==> config.mk <==
export PLATFORM = sky130hd
export DESIGN_NAME = audio_sample_feeder
export DESIGN_NICKNAME = d
export VERILOG_FILES = /design/src/rtl/audio_sample_feeder.sv
export SDC_FILE = /design/constraint.sdc
export NUM_CORES = 1
export LEC_CHECK = 0
export CORE_MARGIN = 8
export CORE_UTILIZATION = 35
export CTS_CLUSTER_SIZE = 10
export DETAILED_ROUTE_END_ITERATION = 7
export GPL_TIMING_DRIVEN = 1
export HOLD_SLACK_MARGIN = 0.1
export SETUP_SLACK_MARGIN = 0.05
export SLEW_MARGIN = 5
export SYNTH_ARGS = -nofsm -noshare
export SYNTH_HDL_FRONTEND = slang
export SYNTH_SLANG_ARGS = --single-unit
==> constraint.sdc <==
create_clock -name in_clk -period 5.27 [get_ports in_clk]
set_input_delay 0.7905 -clock in_clk [delete_from_list [all_inputs] [get_ports in_clk]]
set_output_delay 0.7905 -clock in_clk [all_outputs]
set_load 0.1 [all_outputs]
==> src/rtl/audio_sample_feeder.sv <==
// audio_sample_feeder: packs NeXT-link audio bytes into 32-bit stereo words,
// buffers them in a small FIFO and hands one word to the I2S sender per request
// tick. A four-state session FSM (IDLE/PRIME/RUN/DRAIN) gates byte intake and
// playback, and the block keeps sticky overflow/underrun diagnostics.
module audio_sample_feeder #(
  parameter int FIFO_DEPTH  = 4,
  parameter int PRIME_LEVEL = 2
) (
  input  logic        in_clk,
  input  logic        rst,
  input  logic [7:0]  byte_in,
  input  logic        byte_valid,
  input  logic        start_cmd,
  input  logic        end_cmd,
  input  logic        rate_22k_in,
  input  logic        audio_req_tick,
  input  logic        audio_req_mode_in,
  output logic [31:0] out_data,
  output logic        out_valid,
  output logic        audio_start_out,
  output logic        audio_end_out,
  output logic        audio_22k_out,
  output logic        next_req,
  output logic        overflow,
  output logic        underrun,
  output logic [7:0]  underrun_cnt
);

  localparam int AW = $clog2(FIFO_DEPTH);
  localparam int CW = AW + 1;
  localparam logic [CW-1:0] DEPTH_C = CW'(FIFO_DEPTH);
  localparam logic [CW-1:0] PRIME_C = CW'(PRIME_LEVEL);

  localparam logic [1:0] ST_IDLE  = 2'd0;
  localparam logic [1:0] ST_PRIME = 2'd1;
  localparam logic [1:0] ST_RUN   = 2'd2;
  localparam logic [1:0] ST_DRAIN = 2'd3;

  logic [1:0]    state_q, state_d;
  logic [1:0]    byte_cnt_q, byte_cnt_d;
  logic [23:0]   pack_q, pack_d;
  logic [AW-1:0] wr_ptr_q, wr_ptr_d;
  logic [AW-1:0] rd_ptr_q, rd_ptr_d;
  logic [CW-1:0] count_q, count_d;
  logic [31:0]   out_data_q, out_data_d;
  logic          out_valid_q, out_valid_d;
  logic          start_pulse_q, start_pulse_d;
  logic          end_pulse_q, end_pulse_d;
  logic          rate_q, rate_d;
  logic          next_req_q, next_req_d;
  logic          overflow_q, overflow_d;
  logic          underrun_q, underrun_d;
  logic [7:0]    ucnt_q, ucnt_d;

  logic [31:0]   mem_q [FIFO_DEPTH];
  logic [31:0]   push_word;
  logic          push, pop, flush, accept, full, empty, room;

  // Next-state logic: byte packing, FIFO bookkeeping, session FSM, diagnostics
  always_comb begin
    state_d       = state_q;
    byte_cnt_d    = byte_cnt_q;
    pack_d        = pack_q;
    wr_ptr_d      = wr_ptr_q;
    rd_ptr_d      = rd_ptr_q;
    count_d       = count_q;
    out_data_d    = out_data_q;
    out_valid_d   = 1'b0;
    start_pulse_d = 1'b0;
    end_pulse_d   = 1'b0;
    rate_d        = rate_q;
    next_req_d    = 1'b0;
    overflow_d    = overflow_q;
    underrun_d    = underrun_q;
    ucnt_d        = ucnt_q;
    push          = 1'b0;
    flush         = 1'b0;
    push_word     = {pack_q, byte_in};

    full   = (count_q == DEPTH_C);
    empty  = (count_q == '0);
    accept = byte_valid && ((state_q == ST_PRIME) || (state_q == ST_RUN));
    pop    = audio_req_tick && !empty && ((state_q == ST_RUN) || (state_q == ST_DRAIN));

    // A complete word may enter a full FIFO only when a pop frees a slot this cycle
    if (accept) begin
      byte_cnt_d = byte_cnt_q + 2'd1;
      pack_d     = {pack_q[15:0], byte_in};
      if (byte_cnt_q == 2'd3) begin
        if (!full || pop) push = 1'b1;
        else              overflow_d = 1'b1;
      end
    end

    if (audio_req_tick && empty && (state_q == ST_RUN)) begin
      underrun_d = 1'b1;
      if (ucnt_q != 8'hFF) ucnt_d = ucnt_q + 8'd1;
    end

    // A partially packed word counts as an occupied slot when deciding to ask for more
    room = ((count_q + CW'(byte_cnt_q != 2'd0)) < DEPTH_C);
    next_req_d = audio_req_tick && room &&
                 ((state_q == ST_PRIME) || ((state_q == ST_RUN) && audio_req_mode_in));

    if (pop) begin
      out_data_d  = mem_q[rd_ptr_q];
      out_valid_d = 1'b1;
    end

    case (state_q)
      ST_IDLE: begin
        if (start_cmd) begin
          state_d    = ST_PRIME;
          flush      = 1'b1;
          overflow_d = 1'b0;
          underrun_d = 1'b0;
          ucnt_d     = 8'd0;
          rate_d     = rate_22k_in;
        end
      end
      ST_PRIME: begin
        if (end_cmd) begin
          state_d = ST_IDLE;
          flush   = 1'b1;
        end else if (count_q >= PRIME_C) begin
          state_d       = ST_RUN;
          start_pulse_d = 1'b1;
        end
      end
      ST_RUN: begin
        if (end_cmd) state_d = ST_DRAIN;
      end
      default: begin
        if (empty) begin
          state_d     = ST_IDLE;
          end_pulse_d = 1'b1;
        end
      end
    endcase

    // Byte intake is closed in IDLE and DRAIN, so any partial word is discarded
    if ((state_d == ST_IDLE) || (state_d == ST_DRAIN)) byte_cnt_d = 2'd0;

    if (flush) begin
      wr_ptr_d = '0;
      rd_ptr_d = '0;
      count_d  = '0;
    end else begin
      wr_ptr_d = wr_ptr_q + AW'(push);
      rd_ptr_d = rd_ptr_q + AW'(pop);
      count_d  = count_q + CW'(push) - CW'(pop);
    end
  end

  // Control and output registers, cleared asynchronously by reset
  always_ff @(posedge in_clk or posedge rst) begin
    if (rst) begin
      state_q       <= ST_IDLE;
      byte_cnt_q    <= 2'd0;
      pack_q        <= 24'd0;
      wr_ptr_q      <= '0;
      rd_ptr_q      <= '0;
      count_q       <= '0;
      out_data_q    <= 32'd0;
      out_valid_q   <= 1'b0;
      start_pulse_q <= 1'b0;
      end_pulse_q   <= 1'b0;
      rate_q        <= 1'b0;
      next_req_q    <= 1'b0;
      overflow_q    <= 1'b0;
      underrun_q    <= 1'b0;
      ucnt_q        <= 8'd0;
    end else begin
      state_q       <= state_d;
      byte_cnt_q    <= byte_cnt_d;
      pack_q        <= pack_d;
      wr_ptr_q      <= wr_ptr_d;
      rd_ptr_q      <= rd_ptr_d;
      count_q       <= count_d;
      out_data_q    <= out_data_d;
      out_valid_q   <= out_valid_d;
      start_pulse_q <= start_pulse_d;
      end_pulse_q   <= end_pulse_d;
      rate_q        <= rate_d;
      next_req_q    <= next_req_d;
      overflow_q    <= overflow_d;
      underrun_q    <= underrun_d;
      ucnt_q        <= ucnt_d;
    end
  end

  // FIFO storage; contents are only meaningful between the pointers, so no reset
  always_ff @(posedge in_clk) begin
    if (push) mem_q[wr_ptr_q] <= push_word;
  end

  assign out_data        = out_data_q;
  assign out_valid       = out_valid_q;
  assign audio_start_out = start_pulse_q;
  assign audio_end_out   = end_pulse_q;
  assign audio_22k_out   = rate_q;
  assign next_req        = next_req_q;
  assign overflow        = overflow_q;
  assign underrun        = underrun_q;
  assign underrun_cnt    = ucnt_q;

endmodule

=== Word level (Yosys, flattened, before mapping) ===
Memory sizes are Yosys's and may differ from the RTL's. A register that Yosys moved wholly into a read port is not among the register bits.
Index checks and enable logic that the tools add are counted.
W data, S select, Z words.

* Add/sub/neg operators: 7
* Multipliers: 0
* Divide/modulo/power cells: 0
* $lt $le $gt $ge: 2
* Equality and inequality tests: 7
* Shift operators: 0
* Mux-type cells: 37
* Bitwise operators: 0
* Reduce and logical (&&, ||, !) cells: 22

{| class="wikitable"
|+ Operator list
! operator !! number
|-
| $mux W8 || 4
|-
| $mux W1 || 21
|-
| $mux W2 || 9
|-
| $add A8 B1 Y8 const B || 1
|-
| $eq A2 B2 Y1 const B || 4
|-
| $logic_and A1 B1 Y1 || 8
|-
| $ne A8 B8 Y1 const B || 1
|-
| $add A3 B1 Y3 || 2
|-
| $pmux W2 S3 || 1
|-
| $logic_or A1 B1 Y1 || 5
|-
| $add A2 B1 Y2 || 2
|-
| $logic_not A2 Y1 || 2
|-
| $reduce_bool A2 Y1 || 2
|-
| $eq A3 B3 Y1 const B || 1
|-
| $ge A3 B2 Y1 const B || 1
|-
| $logic_not A3 Y1 || 1
|-
| $lt A3 B3 Y1 const B || 1
|-
| $mux W3 || 1
|-
| $reduce_or A3 Y1 || 1
|-
| $sub A3 B1 Y3 || 1
|-
| $add A2 B1 Y2 const B || 1
|-
| $eq A2 B1 Y1 const B || 1
|-
| $logic_not A1 Y1 || 2
|-
| $pmux W1 S2 || 1
|-
| $reduce_and A2 Y1 || 1
|}

* Bits in registers: 50
* Latch bits: 0
* Bits in writable memories: 128
* ROM bits: 0
* Output and inout bits: 47
* Word-level logic and storage cells: 90
* Memories kept: 1

{| class="wikitable"
|+ Memory list
! memory !! words !! bits a word !! rd ports !! clocked after memory_dff !! write ports !! line !! text
|-
| mem_q || 4 || 32 || 1 || 1 || 1 || 55 || <nowiki>logic [31:0] mem_q [FIFO_DEPTH];</nowiki>
|}

=== Depth between registers and ports, before layout ===
* Depth in word-level cells: 11
* Gate-level depth with buffers: 12
* Gate-level depth less buffers: 12

=== Least setup slack after synthesis ===
Ideal clock, no wire load.

* Path kind: input to register
* Start: input port byte_valid
* End: memory mem_q[1][0] (enable)
* Setup time: 0.468 ns
* Arrival: 3.762 ns
* Data required time: 4.802 ns
* Path slack: 1.040 ns
* Stages: 4
* Buffers on the path: 1
* Path through: and2_1 -> buf_2 -> nand3_1 -> nor3b_1

* Cells in the longest elaborated chain, start to end: 4

{| class="wikitable"
|+ RTL lines
! what !! line !! text
|-
| from (decl) || 12 || <nowiki>input logic byte_valid,</nowiki>
|-
| $logic_and A1 B1 Y1 || 82 || <nowiki>accept = byte_valid && ((state_q == ST_PRIME) || (state_q == ST_RUN));</nowiki>
|-
| $mux W1 || 86 || <nowiki>if (accept) begin</nowiki>
|-
| $mux W1 || 194 || <nowiki>if (push) mem_q[wr_ptr_q] <= push_word;</nowiki>
|-
| $mux W1 (not written as such) || 194 ||
|-
| to (decl) || 55 ||
|}

No other way between the ends.

=== Final worst setup path ===
* Start: register state_q[1]
* End: register count_q[2]

* Cells in the longest elaborated chain, start to end: 10
* Elaborated cells between the ends (all ways): 16

{| class="wikitable"
|+ RTL lines
! what !! line !! text
|-
| from (decl) || 39 || <nowiki>logic [1:0] state_q, state_d;</nowiki>
|-
| from (signal assigned) || 174 || <nowiki>state_q <= state_d;</nowiki>
|-
| $eq A2 B2 Y1, on equally long branches || 82, 83 ||
|-
| $logic_or A1 B1 Y1 || 83 || <nowiki>pop = audio_req_tick && !empty && ((state_q == ST_RUN) || (state_q == ST_DRAIN));</nowiki>
|-
| $logic_and A1 B1 Y1 || 83 ||
|-
| $logic_or A1 B1 Y1 || 90 || <nowiki>if (!full || pop) push = 1'b1;</nowiki>
|-
| $mux W1 || 90 ||
|-
| $mux W1 || 89 || <nowiki>if (byte_cnt_q == 2'd3) begin</nowiki>
|-
| $mux W1 || 86 ||
|-
| $add A3 B1 Y3 || 151 || <nowiki>count_d = count_q + CW'(push) - CW'(pop);</nowiki>
|-
| $sub A3 B1 Y3 || 151 ||
|-
| $mux W3 (*) || 144 || <nowiki>if (flush) begin</nowiki>
|-
| via count_d[2] || 44 || <nowiki>logic [CW-1:0] count_q, count_d;</nowiki>
|-
| to (signal assigned) || 179 || <nowiki>count_q <= count_d;</nowiki>
|-
| to (decl) || 44 ||
|}

Mark *: on every way through the listed nets, which the timed path passes. The rest lies on a longest branch.
A chain may end at the register's enable or synchronous reset.

==> flow_metrics.tcl <==
set metrics [dict create \
    outcome "complete, no violations" \
    gp_congestion 0.788 \
    cts_setup_buffers 0 \
    hold_path_depth 1 \
    r2r_cells 11 \
    hold_path_class "flip-flop to flip-flop" \
    synth_top_area_frac 0.472 \
    core-area_mm2 0.0232 \
    die_x_um 169 \
    final_nets 555 \
    setup_violations 0 \
    maxSlewHeadroom 0.336 \
    cts_max_level 1 \
    drt_pass1_iterations 4 \
    clock.fmax_ghz 0.323 \
    ys_top_cells_by_area "edfxtp_1, dfrtp_1, mux4_2, mux2_2, ha_1" \
    syn_area_per_cell_um2 18.4 \
    grt_pass1_vias 4583 \
    syn-num-nets 472 \
    critical_path_class "flip-flop to flip-flop" \
    seq_area_frac_synth 0.723 \
    drc_errors 0 \
    min_from "overflow$_DFF_PP0_" \
    startpoint_type "flip-flop" \
    dp_slack_ns 1.72 \
    fin_ws_ns 2.17 \
    antenna_left 0 \
    fp.dieH_um 169 \
    synthesis.area_mm2 0.00815 \
    min_to "overflow$_DFF_PP0_" \
    finalWorstPathRequiredPeriod_ns 3.10 \
    crit_required_ns 5.67 \
    ctsHoldBuffers 0 \
    hold_viol 0 \
    cts_buffer_depth 3 \
    cp_max_fo 12 \
    antenna_found_initial 0 \
    die_area_mm2 0.0284 \
    clk_pin_slew_ns 0.05 \
    drive_gt1_frac 0.243 \
    ys_types 38 \
    cts_sinks 210 \
    ys_seq_elements 210 \
    r2r-start "state_q[1]$_DFF_PP0_" \
    ys_warn_count 0 \
    syn_to_final_growth_pct 21.7 \
    worstMarginPinSlew_ns 0.993 \
    power_density_mw_per_mm2 521 \
    grt_usage 0.110 \
    root_buffer "clkbuf_16" \
    overflow 0 \
    initial_core_util 0.351 \
    hpwl_um 9090 \
    port_buffers 62 \
    r2r_slack_ns 2.17 \
    post-route-period-util 0.587 \
    grt_pass1_wl_um 24900 \
    insertion_delay_ns 0.51 \
    finalWirelength_um 15400 \
    tns_ns 0 \
    via_per_inst 4.77 \
    cts_tree "built" \
    numCtsBuffers 25 \
    timing.rr.end "count_q[2]$_DFF_PP0_" \
    antennaDiodeCount 0 \
    crit_path_end_kind "flip-flop" \
    vias 4118 \
    wire_per_inst_um 17.8 \
    cp.arrival_ns 3.49 \
    ctsResizeCount 0 \
    grt_setup_unrepaired "no" \
    worst_ir_drop_vdd_mv 0.275 \
    yosysTopAreaCell "edfxtp_1" \
    io_pins 63 \
    whs_ns 0.498 \
    row_count 56 \
    drtIter0Drc 200 \
    p_leak_nw 3.62 \
    slew_viol_final 0 \
    finClkSkew_ns 0.00436 \
    max-cap-violations 0 \
    grt_start_max_net_pins 46 \
    netlist_instances 442 \
]
## power breakdown
part	switching [W]	internal, W
logic	0.000995	0.000387
clock network	0.000632	0.000891
registers	0.000190	0.00207
total	0.00182	0.00335
## placed cells by master (no fill, tap or decap), types with 8 or more instances in the layout
master,netlist,final
ha_1,13,13
mux2_2,56,56
clkdlybuf4s50_1,0,62
nor2_1,19,18
nand2_1,12,12
inv_1,16,15
clkbuf_16,0,25
buf_4,0,8
mux4_2,32,32
clkbuf_1,7,17
edfxtp_1,128,128
dfrtp_1,82,81
## synthesized netlist by cell type
library cell	count
mux4_2	32
a32oi_1	1
dfrtp_1	82
a221oi_1	1
or2b_1	1
o311a_1	1
o21ai_0	6
xnor2_1	6
edfxtp_1	128
nor2_1	19
o21a_1	1
nand4_1	3
or3_1	4
nor3_1	3
xor2_1	1
inv_1	16
mux2i_1	4
a21oi_1	5
or2_2	2
nand2b_1	1
o31ai_1	2
ha_1	13
buf_2	7
nor3_2	1
nor4b_1	1
a22o_1	1
nor4_1	1
fa_1	1
a41o_1	2
and3_1	5
nand2_1	12
mux2_2	56
o211ai_1	1
clkbuf_1	7
nor3b_1	4
nand3_1	6
and2_1	3
or4b_1	2
## layout make-up
class                   count  area, um2
fillers                  2059      13300
flip-flops and latches    210       5900
multi-input cells         202       2160
clock buffers              42        689
repair buffers             70        681
well taps                 319        399
inverters                  16       61.3
clock inverters             4       32.5
## registers in the layout, indices dropped and copies added (netlist names)
signal and flops:
wr_ptr_q 2, pack_q 24, rd_ptr_q 2, count_q 3
underrun 1, audio_22k_out 1, next_req 1, mem_q 128
byte_cnt_q 2, underrun_cnt 8, state_q 2, overflow 1
out_data 32, audio_start_out 1, audio_end_out 1, out_valid 1
## critical path, cell delays in order, from the launching register on
cell and delay, ns:
dfrtp_1 0.43, inv_1 0.11, ha_1 0.33, and2_1 0.55
nand3_1 0.37, ha_1 0.37, inv_1 0.07, ha_1 0.14
inv_1 0.05, fa_1 0.37, xnor2_1 0.14, nor2_1 0.05
## metrics by stage
stage / utilization / std cells / cell area [um2] / power (W)
final: 0.428 / 863 / 9920 / 0.00517
after global routing: 0.428 / 863 / 9920 / 0.00536
after floorplan: - / 442 / 8150 / 0.00332
after detailed placement: 0.396 / 817 / 9190 / 0.00369
after global placement: 0.396 / 817 / 9190 / 0.00366
after CTS: 0.428 / 863 / 9920 / 0.00523
## logic make-up (layout without fill, tap and decap cells)
| group | Yosys count | in the layout | synth area share |
|---|---|---|---|
| adders and majority gates | 14 | 14 | 0.0224 |
| and+or+nand+nor | 68 | 68 | 0.0438 |
| muxes | 92 | 92 | 0.171 |
| buffers and inverters | 30 | 132 | 0.0149 |
| xor gates and xnor gates | 7 | 7 | 0.00752 |
| AOI/OAI and AO/OA | 21 | 21 | 0.0173 |
| DFF | 210 | 210 | 0.723 |
## routing by layer
metal  part of all wire  vias up  global-route usage
met5                  0        -                   0
met4              0.016        0              0.0272
met3              0.055       25              0.0277
met2               0.50      103               0.194
met1               0.43     2125               0.131
li1                   -     1865                   -
## worst max-delay path by stage
stage,startpoint,to,slack [ns],depth (start not counted)
6_report,state_q[1]$_DFF_PP0_,count_q[2]$_DFF_PP0_,2.17,11
3_5_place_dp,byte_valid,count_q[2]$_DFF_PP0_,1.72,10
5_1_grt,state_q[1]$_DFF_PP0_,count_q[2]$_DFF_PP0_,1.95,11
3_3_place_gp,byte_valid,count_q[2]$_DFF_PP0_,1.82,10
2_1_floorplan,byte_valid,mem_q[1][0]$_DFFE_PP_,1.04,4
4_1_cts,state_q[1]$_DFF_PP0_,count_q[2]$_DFF_PP0_,2.16,11
(Power assumes the default switching activity.)
